### src/rtl/rob_alloc_ctrl_pkg.sv
// Shared types and constants for the ROB allocation controller.
// Optional feature macro: ROB_ALLOC_STATS_EN (occupancy/stall/flush counters).
package rob_alloc_ctrl_pkg;

    localparam int ROB_DEPTH       = 16;
    localparam int PTR_W           = 4;
    localparam int ROB_RECOVER_CYC = 2;

    typedef logic [PTR_W-1:0] robNumT;

    typedef enum logic [0:0] {
        RUN     = 1'b0,
        RECOVER = 1'b1
    } robAllocStateT;

    typedef struct packed {
        logic   grant1;
        logic   grant2;
        robNumT robNum1;
        robNumT robNum2;
    } robDispatchStruct;

    // Number of entries actually retired: never more than are occupied.
    function automatic logic [PTR_W:0] clamp_ret(input logic [1:0] ret, input logic [PTR_W:0] cnt);
        logic [PTR_W:0] r;
        r = (PTR_W+1)'(ret);
        return (r > cnt) ? cnt : r;
    endfunction

endpackage

### src/rtl/rob_alloc_ctrl_if.sv
// Dispatch / retire / status bundle between the pipeline and the ROB allocation controller.
interface rob_alloc_if;
    import rob_alloc_ctrl_pkg::*;

    logic             disp_req1;
    logic             disp_req2;
    logic [1:0]       retire_cnt;
    logic             flush;
    logic             grant1;
    logic             grant2;
    robNumT           rob_num1;
    robNumT           rob_num2;
    logic             stall;
    robNumT           head;
    logic [PTR_W:0]   count;
    logic             full;
    logic             empty;

    // Pipeline side: requests, retires and flushes; observes grants and status.
    modport master (
        output disp_req1, disp_req2, retire_cnt, flush,
        input  grant1, grant2, rob_num1, rob_num2, stall, head, count, full, empty
    );

    // Controller side.
    modport slave (
        input  disp_req1, disp_req2, retire_cnt, flush,
        output grant1, grant2, rob_num1, rob_num2, stall, head, count, full, empty
    );
endinterface

### src/rtl/rob_alloc_ctrl_stats.sv
// Saturating 32-bit event counters for the ROB allocation controller
// (used only when ROB_ALLOC_STATS_EN is defined).
module rob_alloc_stats (
    input  logic        clk,
    input  logic        reset,
    input  logic        full,
    input  logic        stall,
    input  logic        flush,
    output logic [31:0] stat_full,
    output logic [31:0] stat_stall,
    output logic [31:0] stat_flush
);
    logic flush_d;

    // Count full cycles, stall cycles and flush rising edges; hold at all-ones.
    always_ff @(posedge clk or posedge reset) begin
        if (reset) begin
            stat_full  <= '0;
            stat_stall <= '0;
            stat_flush <= '0;
            flush_d    <= 1'b0;
        end else begin
            flush_d <= flush;
            if (full && stat_full != '1)
                stat_full <= stat_full + 32'd1;
            if (stall && stat_stall != '1)
                stat_stall <= stat_stall + 32'd1;
            if (flush && !flush_d && stat_flush != '1)
                stat_flush <= stat_flush + 32'd1;
        end
    end
endmodule

### src/rtl/rob_alloc_ctrl.sv
// Head/tail/occupancy controller for the 16-entry ROB: in-order allocation of up
// to two slots per cycle, in-order retire of up to two, dispatch stall, and a
// timed RECOVER phase after a flush.
// Optional feature macro: ROB_ALLOC_STATS_EN adds stat_full/stat_stall/stat_flush.
module rob_alloc_ctrl
    import rob_alloc_ctrl_pkg::*;
#(
    parameter int RECOVER_CYC = ROB_RECOVER_CYC
) (
    input  logic        clk,
    input  logic        reset,
    rob_alloc_if.slave  bus
`ifdef ROB_ALLOC_STATS_EN
    ,
    output logic [31:0] stat_full,
    output logic [31:0] stat_stall,
    output logic [31:0] stat_flush
`endif
);
    localparam logic [0:0]     S_RUN     = RUN;
    localparam logic [0:0]     S_RECOVER = RECOVER;
    localparam logic [PTR_W:0] DEPTH_C   = (PTR_W+1)'(ROB_DEPTH);
    localparam int             RC_W      = (RECOVER_CYC > 1) ? $clog2(RECOVER_CYC) : 1;
    localparam logic [RC_W-1:0] RC_LAST  = RC_W'(RECOVER_CYC - 1);

    logic [0:0]       state_q;
    logic [RC_W-1:0]  rec_cnt_q;
    robNumT           head_q, tail_q, head_nxt;
    logic [PTR_W:0]   count_q, free, n_alloc, n_ret;
    logic             run, pair, g1, g2;
    robDispatchStruct disp;

    // Grants come from registered occupancy only; a pair is granted whole or not at all.
    always_comb begin
        run      = (state_q == S_RUN);
        pair     = bus.disp_req1 & bus.disp_req2;
        free     = DEPTH_C - count_q;
        g1       = run & ~bus.flush & bus.disp_req1 &
                   (pair ? (free >= (PTR_W+1)'(2)) : (free >= (PTR_W+1)'(1)));
        g2       = run & ~bus.flush & pair & (free >= (PTR_W+1)'(2));
        n_alloc  = (PTR_W+1)'(g1) + (PTR_W+1)'(g2);
        n_ret    = run ? clamp_ret(bus.retire_cnt, count_q) : '0;
        head_nxt = head_q + PTR_W'(n_ret);
        disp     = '{grant1: g1, grant2: g2, robNum1: tail_q, robNum2: tail_q + robNumT'(1)};
    end

    assign bus.grant1   = disp.grant1;
    assign bus.grant2   = disp.grant2;
    assign bus.rob_num1 = disp.robNum1;
    assign bus.rob_num2 = disp.robNum2;
    assign bus.stall    = ~run | (bus.disp_req1 & ~g1) | (pair & ~g2);
    assign bus.head     = head_q;
    assign bus.count    = count_q;
    assign bus.full     = (count_q == DEPTH_C);
    assign bus.empty    = (count_q == '0);

    // Pointer and occupancy update; a flush collapses the tail onto the post-retire head.
    always_ff @(posedge clk or posedge reset) begin
        if (reset) begin
            head_q  <= '0;
            tail_q  <= '0;
            count_q <= '0;
        end else begin
            head_q <= head_nxt;
            if (bus.flush) begin
                tail_q  <= head_nxt;
                count_q <= '0;
            end else begin
                tail_q  <= tail_q + PTR_W'(n_alloc);
                count_q <= count_q + n_alloc - n_ret;
            end
        end
    end

    // RUN/RECOVER sequencing; a flush (re)starts the RECOVER_CYC-cycle hold.
    always_ff @(posedge clk or posedge reset) begin
        if (reset) begin
            state_q   <= S_RUN;
            rec_cnt_q <= '0;
        end else if (bus.flush) begin
            state_q   <= S_RECOVER;
            rec_cnt_q <= '0;
        end else if (state_q == S_RECOVER) begin
            if (rec_cnt_q == RC_LAST) begin
                state_q   <= S_RUN;
                rec_cnt_q <= '0;
            end else begin
                rec_cnt_q <= rec_cnt_q + RC_W'(1);
            end
        end
    end

    // Protocol checks: younger request needs the older one; retire never exceeds occupancy.
    a_req2_needs_req1: assert property (@(posedge clk) disable iff (reset)
        bus.disp_req2 |-> bus.disp_req1);
    a_retire_le_count: assert property (@(posedge clk) disable iff (reset)
        (state_q == S_RUN) |-> ((PTR_W+1)'(bus.retire_cnt) <= count_q));
    a_retire_le_two: assert property (@(posedge clk) disable iff (reset)
        bus.retire_cnt != 2'd3);

`ifdef ROB_ALLOC_STATS_EN
    rob_alloc_stats u_stats (
        .clk        (clk),
        .reset      (reset),
        .full       (bus.full),
        .stall      (bus.stall),
        .flush      (bus.flush),
        .stat_full  (stat_full),
        .stat_stall (stat_stall),
        .stat_flush (stat_flush)
    );
`endif

endmodule
### src/flat_wrapper.sv
// flat-port wrapper written by rule: the top's interface ports become plain ports
module rob_alloc_ctrl_flat import rob_alloc_ctrl_pkg::*;
#(
    parameter int RECOVER_CYC = ROB_RECOVER_CYC
)
  (clk, reset, bus_disp_req1, bus_disp_req2, bus_retire_cnt, bus_flush, bus_grant1, bus_grant2, bus_rob_num1, bus_rob_num2, bus_stall, bus_head, bus_count, bus_full, bus_empty);
  rob_alloc_if bus_i ();
  input  logic clk;
  input  logic reset;
  input wire logic [$bits(bus_i.disp_req1)-1:0] bus_disp_req1;
  input wire logic [$bits(bus_i.disp_req2)-1:0] bus_disp_req2;
  input wire logic [$bits(bus_i.retire_cnt)-1:0] bus_retire_cnt;
  input wire logic [$bits(bus_i.flush)-1:0] bus_flush;
  output wire logic [$bits(bus_i.grant1)-1:0] bus_grant1;
  output wire logic [$bits(bus_i.grant2)-1:0] bus_grant2;
  output wire logic [$bits(bus_i.rob_num1)-1:0] bus_rob_num1;
  output wire logic [$bits(bus_i.rob_num2)-1:0] bus_rob_num2;
  output wire logic [$bits(bus_i.stall)-1:0] bus_stall;
  output wire logic [$bits(bus_i.head)-1:0] bus_head;
  output wire logic [$bits(bus_i.count)-1:0] bus_count;
  output wire logic [$bits(bus_i.full)-1:0] bus_full;
  output wire logic [$bits(bus_i.empty)-1:0] bus_empty;
  assign bus_i.disp_req1 = bus_disp_req1;
  assign bus_i.disp_req2 = bus_disp_req2;
  assign bus_i.retire_cnt = bus_retire_cnt;
  assign bus_i.flush = bus_flush;
  assign bus_grant1 = bus_i.grant1;
  assign bus_grant2 = bus_i.grant2;
  assign bus_rob_num1 = bus_i.rob_num1;
  assign bus_rob_num2 = bus_i.rob_num2;
  assign bus_stall = bus_i.stall;
  assign bus_head = bus_i.head;
  assign bus_count = bus_i.count;
  assign bus_full = bus_i.full;
  assign bus_empty = bus_i.empty;
  rob_alloc_ctrl #(.RECOVER_CYC(RECOVER_CYC)) u_core (.clk(clk), .reset(reset), .bus(bus_i));
endmodule
### config.mk
export PLATFORM = sky130hd
export DESIGN_NAME = rob_alloc_ctrl_flat
export DESIGN_NICKNAME = d
export VERILOG_FILES = /design/src/rtl/rob_alloc_ctrl_pkg.sv /design/src/rtl/rob_alloc_ctrl_if.sv /design/src/rtl/rob_alloc_ctrl_stats.sv /design/src/rtl/rob_alloc_ctrl.sv /design/src/flat_wrapper.sv
export SDC_FILE = /design/constraint.sdc
export NUM_CORES = 1
export LEC_CHECK = 0
export BUFFER_PORTS_ARGS = -buffer_cell sky130_fd_sc_hd__buf_2
export CAP_MARGIN = 5
export CORE_UTILIZATION = 40
export DETAILED_ROUTE_END_ITERATION = 12
export PLACE_DENSITY_LB_ADDON = 0.12
export SLEW_MARGIN = 20
export SYNTH_ARGS = -nofsm -noshare
export SYNTH_HDL_FRONTEND = slang
export SYNTH_HIERARCHICAL = 1
export SYNTH_SLANG_ARGS = --single-unit
### constraint.sdc
create_clock -name clk -period 4.4 [get_ports clk]
set_input_delay 0.22 -clock clk [delete_from_list [all_inputs] [get_ports clk]]
set_output_delay 0.22 -clock clk [all_outputs]
set_load 0.05 [all_outputs]
* After elaboration in Yosys (flattened, before gate mapping)
Index checks and enable logic that the tools add are counted.
Storage, ports and cells: flip-flop bits (word level) 15, input bits 7
Cells by class: eq/ne operators 1, bitwise operators 14, order comparisons 3, multiplexer cells 11, add/sub/neg operators 8, reduce and logical (&&, ||, !) cells 2
Operator list (count):
- 5-bit 2-to-1 mux | 3
- 4-bit adder | 2
- 1-bit AND | 8
- 1-bit 2-to-1 mux | 7
- 5-bit adder | 1
- 5-bit == test (second input constant) | 1
- 5-bit by 1-bit greater-or-equal comparator with 1-bit output (second input constant) | 1
- 5-bit by 2-bit greater-or-equal comparator with 1-bit output (second input constant) | 1
- 2-bit by 5-bit greater-than comparator with 1-bit output | 1
- 5-bit zero test | 1
- 5-bit subtractor | 1
- 5-bit subtractor (first input constant) | 1
- 4-bit by 1-bit adder with 4-bit output (second input constant) | 1
- 4-bit 2-to-1 mux | 1
- 1-bit inverter | 4
- 1-bit by 1-bit adder with 2-bit output | 1
- 1-bit bitwise OR | 2
- 2-bit nonzero test | 1
- 1-bit adder (second input constant) | 1

* Depth between registers and ports, before layout
depth after elaboration 8, gate-level depth with buffers 19, gate-level depth less buffers 19

* Worst setup path after synthesis
Ideal clock, no wire load.
path type reg-to-reg, start point reg u_core.count_q[0] (netlist: u_core/bus.count[0]), end point reg u_core.count_q[4] (netlist: u_core/bus.count[4]), cell stages (with the launch flop) 17, buffers on the path 0, arrival 4.503 ns, library setup time 0.136 ns, slack -0.239 ns, required time 4.264 ns, cell sequence dfrtp_1 -> inv_1 -> ha_1 -> nor3b_1 -> ha_1 -> nor2b_1 -> o21ai_0 -> a311oi_2 -> a21oi_1 -> ha_1 -> inv_1 -> fa_1 -> fa_1 -> nor2b_1 -> o21ai_0 -> a21oi_1 -> nor3b_1
On the way: elaborated cells on any way between the ends 13, classes of those cells add/sub (4); order compare (3); mux (4); bitwise (2)
RTL lines:
- start: declaration | line rob_alloc_ctrl.sv:29 | logic [PTR_W:0] count_q, free, n_alloc, n_ret;
- start signal: assignment | line rob_alloc_ctrl.sv:70 | count_q <= count_q + n_alloc - n_ret;
- 5-bit subtractor | line rob_alloc_ctrl.sv:37 | free = DEPTH_C - count_q;
- 5-bit by 2-bit greater-or-equal comparator with 1-bit output | line rob_alloc_ctrl.sv:40 | g2 = run & ~bus.flush & pair & (free >= (PTR_W+1)'(2));
- 1-bit AND | line rob_alloc_ctrl.sv:40
- named net bus_grant2 | line flat_wrapper.sv:15 | output wire logic [$bits(bus_i.grant2)-1:0] bus_grant2;
- 1-bit by 1-bit adder with 2-bit output | line rob_alloc_ctrl.sv:41 | n_alloc = (PTR_W+1)'(g1) + (PTR_W+1)'(g2);
- 5-bit adder | line rob_alloc_ctrl.sv:70
- 5-bit subtractor | line rob_alloc_ctrl.sv:70
- 5-bit 2-to-1 mux | line rob_alloc_ctrl.sv:65 | if (bus.flush) begin
The timed path passes the listed nets, and every way through them passes these cells. A chain may end at the register's enable or synchronous reset.

* Final worst setup path
start point reg u_core.count_q[0] (netlist: u_core/bus.count[0]), end point reg u_core.count_q[4] (netlist: u_core/bus.count[4])
On the way: longest elaborated chain between the ends 8, elaborated cells on any way between the ends 13, classes of those cells add/sub (4); order compare (3); mux (4); bitwise (2)
Ends and longest elaborated chain:
- 5-bit subtractor | line rob_alloc_ctrl.sv:37
- 5-bit by 1-bit greater-or-equal comparator with 1-bit output / 5-bit by 2-bit greater-or-equal comparator with 1-bit output (equally long branches) | line rob_alloc_ctrl.sv:39, rob_alloc_ctrl.sv:40
- 1-bit 2-to-1 mux | line rob_alloc_ctrl.sv:39 | (pair ? (free >= (PTR_W+1)'(2)) : (free >= (PTR_W+1)'(1)));
- 1-bit AND | line rob_alloc_ctrl.sv:38 | g1 = run & ~bus.flush & bus.disp_req1 &
- 1-bit by 1-bit adder with 2-bit output | line rob_alloc_ctrl.sv:41
- 5-bit adder | line rob_alloc_ctrl.sv:70
- 5-bit subtractor (*) | line rob_alloc_ctrl.sv:70
- 5-bit 2-to-1 mux (*) | line rob_alloc_ctrl.sv:65
Every way passes the cells marked *; elsewhere a longest branch is shown, timed or not.

==> flow_summary.toml <==
[outcome]
status = "complete, but fails checks"
violations = "DRC"

[clock_network]
path_clk_slew_ns = 0.09
clock-root-buffer = "clkbuf_4"
post_cts_buffers = 0
cts_resized = 0
h-tree-depth = 1
clk_latency_ns = 0.28
max-clock-path-buffers = 2
cts.sinks = 15
cts_tree = "yes"
cts_buffers = 3

[detailed_routing]
first_pass_iters = 8
vias = 922
wirelength_um = 2283
vias_per_cell = 4.984
wl_per_cell_um = 12.34
first_iter_violations = 38
ant_nets = 0
remaining_drc_errors = 4

[global_routing]
grt_pass1_vias = 876
grt_usage_pct = 16.01
grt_pass1_wl_um = 3967
gr-total-overflow = 0
antenna_found_initial = 0
grt_max_degree = 16

[worst_hold_path]
min_from = "bus_flush"
hp-class = "in -> reg"

[synthesis]
syn_avg_cell_area_um2 = 9.897
yosys-top-cells-count = "ha_1 (21), inv_1 (21), dfrtp_1 (15)"
synth.area.top_cells = "dfrtp_1 (31%), ha_1 (22%), fa_1 (6.6%)"
synth_cell_types = 27
synth_area_um2 = 1207
synthArstFlopShare_pct = 100.0
syn_inst = 122
synth_edf_count = 0
synthFlopType = "dfrtp_1"
yosysWarnings = 6
synth_top_area_share_pct = 31.09
seq_area_frac_synth_pct = 31.09
synth_largest_area_cell = "dfrtp_1"
ys_ff_latch = 15

[floorplanning]
dieArea_um2 = 3242
ios = 29
die_h_um = 56.94
dieWidth_um = 56.94
core.rowCount = 19
start_util_pct = 43.04
core-area_um2 = 2805

[timing]
timing.fmax_mhz = 251.4
skew_ns = 0.001037
setup_viol = 0
fin_crit_sh_pct = 90.39
final-max-slew-violation-count = 0
finalCriticalPeriod_ns = 3.977
worst_pin_slew_ns = 0.5555
rsz0062_at_grt = "false"
final.setup.tns_ns = 0
maxSlewHeadroom_pct = 62.92
hold_violations = 0

[setup_path]
critPathKind = "reg -> reg"
critPathArrivalTime_ns = 4.18
required_ns = 4.60
worstPathCellList = "inv_1 > ha_1 > nor3b_1 > ha_1 > nor2b_1 > o21ai_0 > a311oi_2 > a21oi_2 > ha_1 > inv_1 > fa_1 > fa_1 > nor2b_1 > o21ai_0 > nand3_1 > nor3b_1"
cp-end-kind = "register"
crit_path_max_incr_delay_ns = 0.48
reg2reg_from = "u_core/bus.count[0]"
crit_fanout = 7
worst-path-buf-inv = 2
timing.critical_path.from_type = "register"
critPathLaunch = "u_core/bus.count[0]"
slowest_stage = "dfrtp_1"
cp_top_family = "adder cells"
cp_common_cell = "ha_1"

[place]
port_buffers = 28
gp_congestion = 0.7848
detailed_place_hpwl_um = 1887

[cells_and_area]
area_delta_synth_final_pct = 18.24
final_nets = 187
fillers = 265
drive_above_1_share_pct = 24.68
antenna_cells = 0

[run]
cap_viol_max_count = 0
## cell type report
class,instances,area (um2),area share [%]
clock buffers,3,22.52,1.578
clock inverters,1,5.005,0.3506
inverters,21,78.83,5.521
multi-input cells,85,757.0,53.02
flip-flops and latches,15,375.4,26.29
well taps,31,38.79,2.717
repair buffers,29,150.1,10.52
## sequential cells by signal, indices dropped and copies added (netlist names)
| signal | flops |
|---|---|
| u_core/bus.count | 5 |
| u_core/rec_cnt_q | 1 |
| u_core/bus.head | 4 |
| u_core/state_q | 1 |
| u_core/bus.rob_num1 | 4 |
## worst reg2reg max path, cell delays in order, from the launching register on
cell and delay [ns]:
dfrtp_1 0.48, inv_1 0.14, ha_1 0.25, nor3b_1 0.16
ha_1 0.31, nor2b_1 0.12, o21ai_0 0.11, a311oi_2 0.37
a21oi_2 0.11, ha_1 0.23, inv_1 0.13, fa_1 0.48
fa_1 0.45, nor2b_1 0.15, o21ai_0 0.13, nand3_1 0.11
nor3b_1 0.18
## per-layer routing
layer  part of all wire (%)  wire length [um]  global-route usage [%]  up-vias
met5                      0                 0                       0        -
met4                   0.61                14                   4.181        0
met3                    3.2                73                   3.401        2
met2                     48              1087                   26.05       20
met1                     48              1106                   21.80      438
li1                       -                 -                       -      462
## path summary, 6_finish.rpt
check,to,slack (ns),depth (start not counted)
hold reg to reg,u_core/bus.head[3],0.52,1
hold / removal,u_core/bus.count[3],0.31,2
setup / recovery,u_core/bus.count[4],0.42,16
max in group asynchronous,u_core/bus.count[1],3.52,3
setup reg to reg,u_core/bus.count[4],0.42,16
min in group asynchronous,u_core/bus.head[3],0.52,3
## cells by family (layout without fill, tap and decap cells)
| kind of cell | count (synthesis) | count (layout) | synth area share, % |
|---|---|---|---|
| xor+xnor | 10 | 10 | 7.254 |
| mux | 5 | 5 | 4.352 |
| compound gates | 19 | 19 | 11.50 |
| fa+ha+maj | 25 | 25 | 28.39 |
| buf+inv | 23 | 54 | 7.151 |
| flops | 15 | 15 | 31.09 |
| simple gates | 23 | 23 | 9.637 |
| other cells | 2 | 3 | 0.6220 |
## stage by stage
step	std cells	hold WS [ns]	instance area [um2]	utilization [%]	worst slack [ns]
CTS	185	0.2978	1428	50.89	0.3306
finish	185	0.3060	1428	50.89	0.4229
global route	185	0.3038	1428	50.89	0.05363
floorplan	123	0.1215	1219	-	0.09927
global placement	180	0.3027	1390	49.55	0.4672
detailed placement	180	0.3006	1390	49.55	0.3802
## repair_timing
action                     in CTS  in global routing
hold buffers                    1                  0
setup endpoints to repair       0                  1
hold endpoints to repair       15                  0
## placed cells by master, fill, tap and decap left out, types with 4 or more instances in the layout
cell type / Yosys / layout
buf_2: 0 / 28
fa_1: 4 / 4
xnor2_1: 5 / 5
dfrtp_1: 15 / 15
a21o_1: 5 / 5
inv_1: 21 / 21
nor2b_1: 5 / 5
xor2_1: 5 / 5
ha_1: 21 / 21
nor2_1: 7 / 7
Power is left out: the tool's default activity adds up to more than one toggle a clock period on the data nets, which glitch-free logic cannot reach.
